$ cat src/rtl/reversalmb_responder.sv
// -----------------------------------------------------------------------------
// reversalmb_responder
//
// Remote-side responder for the MBINIT REVERSALMB sideband handshake. It answers
// the partner's init / clear_error / result / done requests with the matching
// response code. Between clear_error_req and result_req it counts per-lane
// Lane-ID pattern matches. result_resp carries a per-lane pass vector.
//
// Optional feature macro: REVERSALMB_RESP_TIMEOUT_EN
//   When it is defined, a watchdog runs while waiting for a request. It raises a
//   one-cycle training error and returns the block to IDLE after TIMEOUT_CYCLES
//   idle cycles. When it is undefined, the block waits indefinitely and the
//   error output is tied low.
//
// Ports
//   CLK                               sole clock
//   rst                               synchronous, active-high reset
//   i_REPAIRVAL_end                   block enable; low forces IDLE
//   i_Rx_SbMessage / i_msg_valid      decoded RX sideband request + strobe
//   i_Busy_SideBand                   sideband TX busy
//   i_falling_edge_busy               TX finished the current message (strobe)
//   i_Lane_Match_valid / i_Lane_Match per-lane pattern comparison result
//   o_LaneID_Compare_En               enables the RX pattern comparator
//   o_TX_SbMessage / o_ValidOutDatat_Module  response code + valid toward TX
//   o_REVERSAL_Result                 per-lane pass vector (result_resp data)
//   o_REVERSALMB_Resp_end             high while in DONE
//   o_train_error_req_reversalmb_resp request-wait timeout pulse
// -----------------------------------------------------------------------------
//
// state        | meaning
// -------------+---------------------------------------------------------------
// S_IDLE       | block disabled or just reset; nothing in flight
// S_WAIT_REQ   | listening for an odd request code (1/3/5/7)
// S_CHECK_BUSY | response latched, waiting for sideband TX to go idle
// S_SEND_RESP  | response driven with valid until TX reports completion
// S_DONE       | done_resp sent; handshake complete until enable drops
module reversalmb_responder #(
  parameter int NUM_LANES      = 16,
  parameter int CNT_W          = 4,
  parameter int PASS_THRESH    = 8,
  parameter int TIMEOUT_CYCLES = 8000
) (
  input  logic                 CLK,
  input  logic                 rst,
  input  logic                 i_REPAIRVAL_end,
  input  logic [3:0]           i_Rx_SbMessage,
  input  logic                 i_msg_valid,
  input  logic                 i_Busy_SideBand,
  input  logic                 i_falling_edge_busy,
  input  logic                 i_Lane_Match_valid,
  input  logic [NUM_LANES-1:0] i_Lane_Match,
  output logic                 o_LaneID_Compare_En,
  output logic [3:0]           o_TX_SbMessage,
  output logic                 o_ValidOutDatat_Module,
  output logic [NUM_LANES-1:0] o_REVERSAL_Result,
  output logic                 o_REVERSALMB_Resp_end,
  output logic                 o_train_error_req_reversalmb_resp
);

  if (PASS_THRESH < 1 || PASS_THRESH > (2**CNT_W) - 1 || TIMEOUT_CYCLES < 1) begin : g_param_check
    $error("reversalmb_responder: PASS_THRESH or TIMEOUT_CYCLES out of range");
  end

  typedef enum logic [2:0] {
    S_IDLE,
    S_WAIT_REQ,
    S_CHECK_BUSY,
    S_SEND_RESP,
    S_DONE
  } state_e;

  localparam logic [3:0]       MSG_CLEAR_ERROR_REQ = 4'd3;
  localparam logic [3:0]       MSG_RESULT_REQ      = 4'd5;
  localparam logic [3:0]       MSG_DONE_RESP       = 4'd8;
  localparam logic [CNT_W-1:0] CNT_MAX             = '1;
  localparam logic [CNT_W-1:0] THRESH              = CNT_W'(PASS_THRESH);

  state_e               state_q, state_d;
  logic [3:0]           resp_q, resp_d;
  logic                 cmp_en_q, cmp_en_d;
  logic [CNT_W-1:0]     cnt_q [NUM_LANES];
  logic [CNT_W-1:0]     cnt_d [NUM_LANES];
  logic [NUM_LANES-1:0] result_q, result_d;
  logic                 valid_q, valid_d;
  logic [3:0]           tx_q, tx_d;
  logic                 end_q, end_d;
  logic                 req_hit;

`ifdef REVERSALMB_RESP_TIMEOUT_EN
  localparam int             TMO_W    = $clog2(TIMEOUT_CYCLES + 1);
  localparam logic [TMO_W-1:0] TMO_LAST = TMO_W'(TIMEOUT_CYCLES - 1);
  logic [TMO_W-1:0] tmo_q, tmo_d;
  logic             err_q, err_d;
`endif

  // Only the four request codes 1/3/5/7 are answered; odd codes 9..15 are not.
  assign req_hit = i_msg_valid && !i_Rx_SbMessage[3] && i_Rx_SbMessage[0];

  always_comb begin
    state_d  = state_q;
    resp_d   = resp_q;
    cmp_en_d = cmp_en_q;
    result_d = result_q;
    for (int i = 0; i < NUM_LANES; i++) begin
      cnt_d[i] = cnt_q[i];
      if (cmp_en_q && i_Lane_Match_valid && i_Lane_Match[i] && (cnt_q[i] != CNT_MAX)) begin
        cnt_d[i] = cnt_q[i] + 1'b1;
      end
    end
`ifdef REVERSALMB_RESP_TIMEOUT_EN
    tmo_d = '0;
    err_d = 1'b0;
`endif

    if (!i_REPAIRVAL_end) begin
      state_d  = S_IDLE;
      cmp_en_d = 1'b0;
      result_d = '0;
      for (int i = 0; i < NUM_LANES; i++) begin
        cnt_d[i] = '0;
      end
    end else begin
      unique case (state_q)
        S_IDLE: state_d = S_WAIT_REQ;

        S_WAIT_REQ: begin
          if (req_hit) begin
            resp_d  = i_Rx_SbMessage + 4'd1;
            state_d = S_CHECK_BUSY;
            if (i_Rx_SbMessage == MSG_CLEAR_ERROR_REQ) begin
              // A retry restarts counting; zeroing wins over a coincident strobe.
              cmp_en_d = 1'b1;
              result_d = '0;
              for (int i = 0; i < NUM_LANES; i++) begin
                cnt_d[i] = '0;
              end
            end else if (i_Rx_SbMessage == MSG_RESULT_REQ) begin
              // Snapshot pre-edge counts so a strobe in this cycle is excluded.
              cmp_en_d = 1'b0;
              for (int i = 0; i < NUM_LANES; i++) begin
                result_d[i] = (cnt_q[i] >= THRESH);
                cnt_d[i]    = cnt_q[i];
              end
            end
          end
`ifdef REVERSALMB_RESP_TIMEOUT_EN
          else if (tmo_q == TMO_LAST) begin
            state_d  = S_IDLE;
            err_d    = 1'b1;
            cmp_en_d = 1'b0;
            result_d = '0;
            for (int i = 0; i < NUM_LANES; i++) begin
              cnt_d[i] = '0;
            end
          end else begin
            tmo_d = tmo_q + 1'b1;
          end
`endif
        end

        S_CHECK_BUSY: begin
          if (!i_Busy_SideBand) begin
            state_d = S_SEND_RESP;
          end
        end

        S_SEND_RESP: begin
          if (i_falling_edge_busy) begin
            state_d = (resp_q == MSG_DONE_RESP) ? S_DONE : S_WAIT_REQ;
          end
        end

        S_DONE: begin
        end

        default: state_d = S_IDLE;
      endcase
    end

    // Outputs are registered from the next state so they align with the state.
    valid_d = (state_d == S_SEND_RESP);
    tx_d    = valid_d ? resp_d : 4'd0;
    end_d   = (state_d == S_DONE);
  end

  always_ff @(posedge CLK) begin
    if (rst) begin
      state_q  <= S_IDLE;
      resp_q   <= '0;
      cmp_en_q <= 1'b0;
      result_q <= '0;
      valid_q  <= 1'b0;
      tx_q     <= '0;
      end_q    <= 1'b0;
      for (int i = 0; i < NUM_LANES; i++) begin
        cnt_q[i] <= '0;
      end
`ifdef REVERSALMB_RESP_TIMEOUT_EN
      tmo_q    <= '0;
      err_q    <= 1'b0;
`endif
    end else begin
      state_q  <= state_d;
      resp_q   <= resp_d;
      cmp_en_q <= cmp_en_d;
      result_q <= result_d;
      valid_q  <= valid_d;
      tx_q     <= tx_d;
      end_q    <= end_d;
      cnt_q    <= cnt_d;
`ifdef REVERSALMB_RESP_TIMEOUT_EN
      tmo_q    <= tmo_d;
      err_q    <= err_d;
`endif
    end
  end

  assign o_LaneID_Compare_En    = cmp_en_q;
  assign o_TX_SbMessage         = tx_q;
  assign o_ValidOutDatat_Module = valid_q;
  assign o_REVERSAL_Result      = result_q;
  assign o_REVERSALMB_Resp_end  = end_q;

`ifdef REVERSALMB_RESP_TIMEOUT_EN
  assign o_train_error_req_reversalmb_resp = err_q;
`else
  assign o_train_error_req_reversalmb_resp = 1'b0;
`endif

endmodule

$ cat config.mk
export PLATFORM = sky130hd
export DESIGN_NAME = reversalmb_responder
export DESIGN_NICKNAME = d
export VERILOG_FILES = /design/src/rtl/reversalmb_responder.sv
export SDC_FILE = /design/constraint.sdc
export NUM_CORES = 1
export LEC_CHECK = 0
export BUFFER_PORTS_ARGS = -buffer_cell sky130_fd_sc_hd__buf_2
export CORE_MARGIN = 5
export CORE_UTILIZATION = 63
export DETAILED_ROUTE_END_ITERATION = 12
export GPL_TIMING_DRIVEN = 0
export HOLD_SLACK_MARGIN = 0.02
export PLACE_DENSITY = 0.85
export SYNTH_ARGS = -nofsm -noshare
export SYNTH_HDL_FRONTEND = slang
export SYNTH_SLANG_ARGS = --single-unit
$ cat constraint.sdc
create_clock -name CLK -period 3.72 [get_ports CLK]
set_input_delay 0 -clock CLK [delete_from_list [all_inputs] [get_ports CLK]]
set_output_delay 0 -clock CLK [all_outputs]
set_load 0.05 [all_outputs]
==> run_results.csv <==
group,metric,value,unit
status,outcome,"complete, no violations",
floorplan,ios,51,
sta,fmax,0.500,GHz
layout,fin_cells,708,
sta,post-route-min-period,2.00,ns
sta,share_of_the_clock_period_used_by_the_worst_path,53.8,%
layout,layout_common_cells,"sky130_fd_sc_hd__dfxtp_1 (94), sky130_fd_sc_hd__a21oi_1 (67), sky130_fd_sc_hd__nand3_1 (65)",
clocking,cts_tree,"done",
layout,net_total_in_the_final_layout,665,
floorplan,fp-row-count,31,
layout,fill_cell_count,552,
sta,setup_viol_count_final,0,
route,vias,4247,
worst_setup_path,timing.critical_path.to_type,"flop",
logic_synthesis,synth-seq-area-share,41.1,%
placed_design,place.gp.congestion,0.870,
worst_setup_path,cp.required,3.93,ns
grt,antenna_found_initial,0,
layout,finish.utilization,72.3,%
sta,unrepaired_setup_endpoints_after_global_routing,"no",
placed_design,dp_slack,1.82,ns
route,detail-route-antenna-nets,0,
logic_synthesis,synth.avg_cell_area,8.45,µm²
layout,n_antenna_cell,0,
grt,largest_net_degree_at_the_start_of_global_routing,15,
worst_setup_path,cp_cell_sequence,"and4b_1, nand4b_1, nand2b_1, buf_2, buf_1, a21oi_1",
grt,grt_pass1_vias,4172,
flow_run,max_cap_violations,0,
layout,share_of_final_layout_standard_cells_stronger_than_drive_strength_1,13.6,%
route,wire_length_after_detailed_routing,11700,µm
clocking,clock_insertion_delay_worst_skew,0.36,ns
logic_synthesis,syn_nets,603,
logic_synthesis,ys.warnings.count,0,
worst_setup_path,arrival,2.22,ns
floorplan,die_h,95.3,µm
clocking,clk_tree_root_cell,"sky130_fd_sc_hd__clkbuf_8",
route,post_drt_wl_per_cell,16.6,µm
sta,setup_ws_final,1.72,ns
sta,slew_violations,0,
route,viasPerCell,6.00,
placed_design,port_buffers,49,
grt,gr-usage-met2,46.2,%
layout,layout.cells.most_common,"sky130_fd_sc_hd__dfxtp_1",
grt,grt.met3_usage,5.29,%
clocking,htree_num_levels,3,
route,detail_route.iter0.violations,318,
floorplan,fp.coreArea,7180,µm²
logic_synthesis,synth_top_area_share,41.1,%
sta,timing_hold_violations_final,0,
layout,syn_to_final_growth,13.2,%
grt,track_usage,27.0,%
sta,pin_slew_with_the_least_headroom_to_its_limit,0.679,ns
clocking,post_cts_resize_count,0,
pwr,power_leakage,1.87,nW
route,remaining_drc_errors,0,
floorplan,dieArea,9080,µm²
clocking,clk_pin_slew_worst_paths,0.09,ns
grt,global_route.peak_usage_layer,"met2",
route,router_iterations_before_antenna_repair,8,
sta,slew_headroom,54.7,%
logic_synthesis,netlist_area_pre_place,4580,µm²
pwr,peakVddDrop,0.177,mV
sta,whs,0.0547,ns
grt,grt.overflow.total,0,
worst_setup_path,critPathMaxFanout,10,
worst_setup_path,startpoint_type,"flop",
logic_synthesis,netlist_top_cells_area,"sky130_fd_sc_hd__dfxtp_1 (41%), sky130_fd_sc_hd__ha_1 (9.3%), sky130_fd_sc_hd__a21oi_1 (7.3%)",
clocking,cts_made_buffers,9,
floorplan,floorplan.initialDensity,63.9,%
sta,timing.setup.tns,0,ns
placed_design,placed_cell_area,4950,µm²
worst_setup_path,critical_path.max_stage_delay,0.52,ns
logic_synthesis,synth.largest_area_cell,"sky130_fd_sc_hd__dfxtp_1",
clocking,cts_num_sinks,94,
pwr,pwr_density_cell,354,nW/µm²
logic_synthesis,ys_ff_latch,94,
worst_setup_path,worst_path_max_delay_cell,"sky130_fd_sc_hd__buf_1",
logic_synthesis,syn_inst,542,
grt,grt_pass1_wl,19100,µm
sta,clock_skew,0.00924,ns
placed_design,dp_cells,690,
placed_design,place_hpwl,8040,µm
clocking,cts_buffer_depth,2,
layout,finish.instance_area,5190,µm²
grt,grtUsageMet1,33.0,%
floorplan,fp.dieW,95.3,µm
logic_synthesis,synth_cell_types,34,
pwr,report.power.total,1.84,mW
worst_setup_path,path_class,"reg2reg",
worst_hold_path,worst_hold_path_type,"in2reg",
final cells by class:
cell class                 instances  area, µm²  share of cell area [%]
buffer                            25        134                    2.58
multi-input combinational        371       2370                    45.7
clock inverter                     4       70.1                    1.35
inverter                          52        195                    3.76
clock buffer                      12        145                    2.80
timing repair buffer              51        265                    5.11
sequential                        94       1880                    36.3
tap                               99        124                    2.39
worst max-delay path: cells and delay by family (launching register included):
| family | cells | cell delay, ns |
|---|---|---|
| buffers and inverters | 2 | 0.73 |
| AND/OR/NAND/NOR | 3 | 0.60 |
| flip-flops | 1 | 0.43 |
| AO/OA/AOI/OAI | 1 | 0.10 |
power breakdown:
| group | leakage, nW | switching [mW] | internal (mW) |
|---|---|---|---|
| logic | 0.998 | 0.0561 | 0.0269 |
| clock network | 0.110 | 0.351 | 0.396 |
| registers | 0.757 | 0.00118 | 1.01 |
cell usage after synthesis, drive strengths merged:
cell     count
a21oi       67
a221o        1
a22oi       17
a31oi        1
and2        17
and2b        1
and3         1
and4b        1
buf         17
clkbuf       8
conb         1
dfxtp       94
ha          34
inv         52
mux2i        3
nand2       22
nand2b       3
nand3       65
nand4b       2
nand4bb      1
nor2        30
nor3b        1
o211ai       1
o21ai       34
o21bai       1
o221ai       1
o31ai       32
or4         32
or4b         1
xor2         1
sequential cells by signal, indices dropped and copies added, names as in the netlist:
register                count
o_REVERSAL_Result          16
resp_q                      4
state_q                     3
o_REVERSALMB_Resp_end       1
o_LaneID_Compare_En         1
cnt_q                      64
o_TX_SbMessage              4
o_ValidOutDatat_Module      1
path summary, 6_finish.rpt:
| path | endpoint | depth (start not counted) | startpoint | slack [ns] |
|---|---|---|---|---|
| min | cnt_q[37] | 4 | i_Lane_Match[6] | 0.05 |
| min reg2reg | o_TX_SbMessage[0] | 2 | resp_q[0] | 0.47 |
| max | cnt_q[43] | 6 | state_q[0] | 1.72 |
| max reg2reg | cnt_q[43] | 6 | state_q[0] | 1.72 |
routing by layer:
metal / wire length (µm) / vias up
met2: 5840 / 159
li1: - / 2047
met3: 786 / 24
met4: 260 / 0
met1: 4850 / 2017
met5: 0 / -
timing repair:
| action | CTS | global route |
|---|---|---|
| hold buffers | 2 | 0 |
| buffers inserted | 0 | 0 |
| hold endpoints to repair | 5 | 0 |
cell families after synthesis:
group / Yosys count / synth area share [%]
XOR/XNOR: 1 / 0.191
AND/OR/NAND/NOR: 177 / 21.4
adder cells (fa/ha/maj): 34 / 9.28
multiplexers: 3 / 0.655
other: 1 / 0.0818
AO/OA/AOI/OAI: 155 / 20.2
flip-flops: 94 / 41.1
buffers and inverters: 77 / 7.18
(Power assumes the default switching activity.)
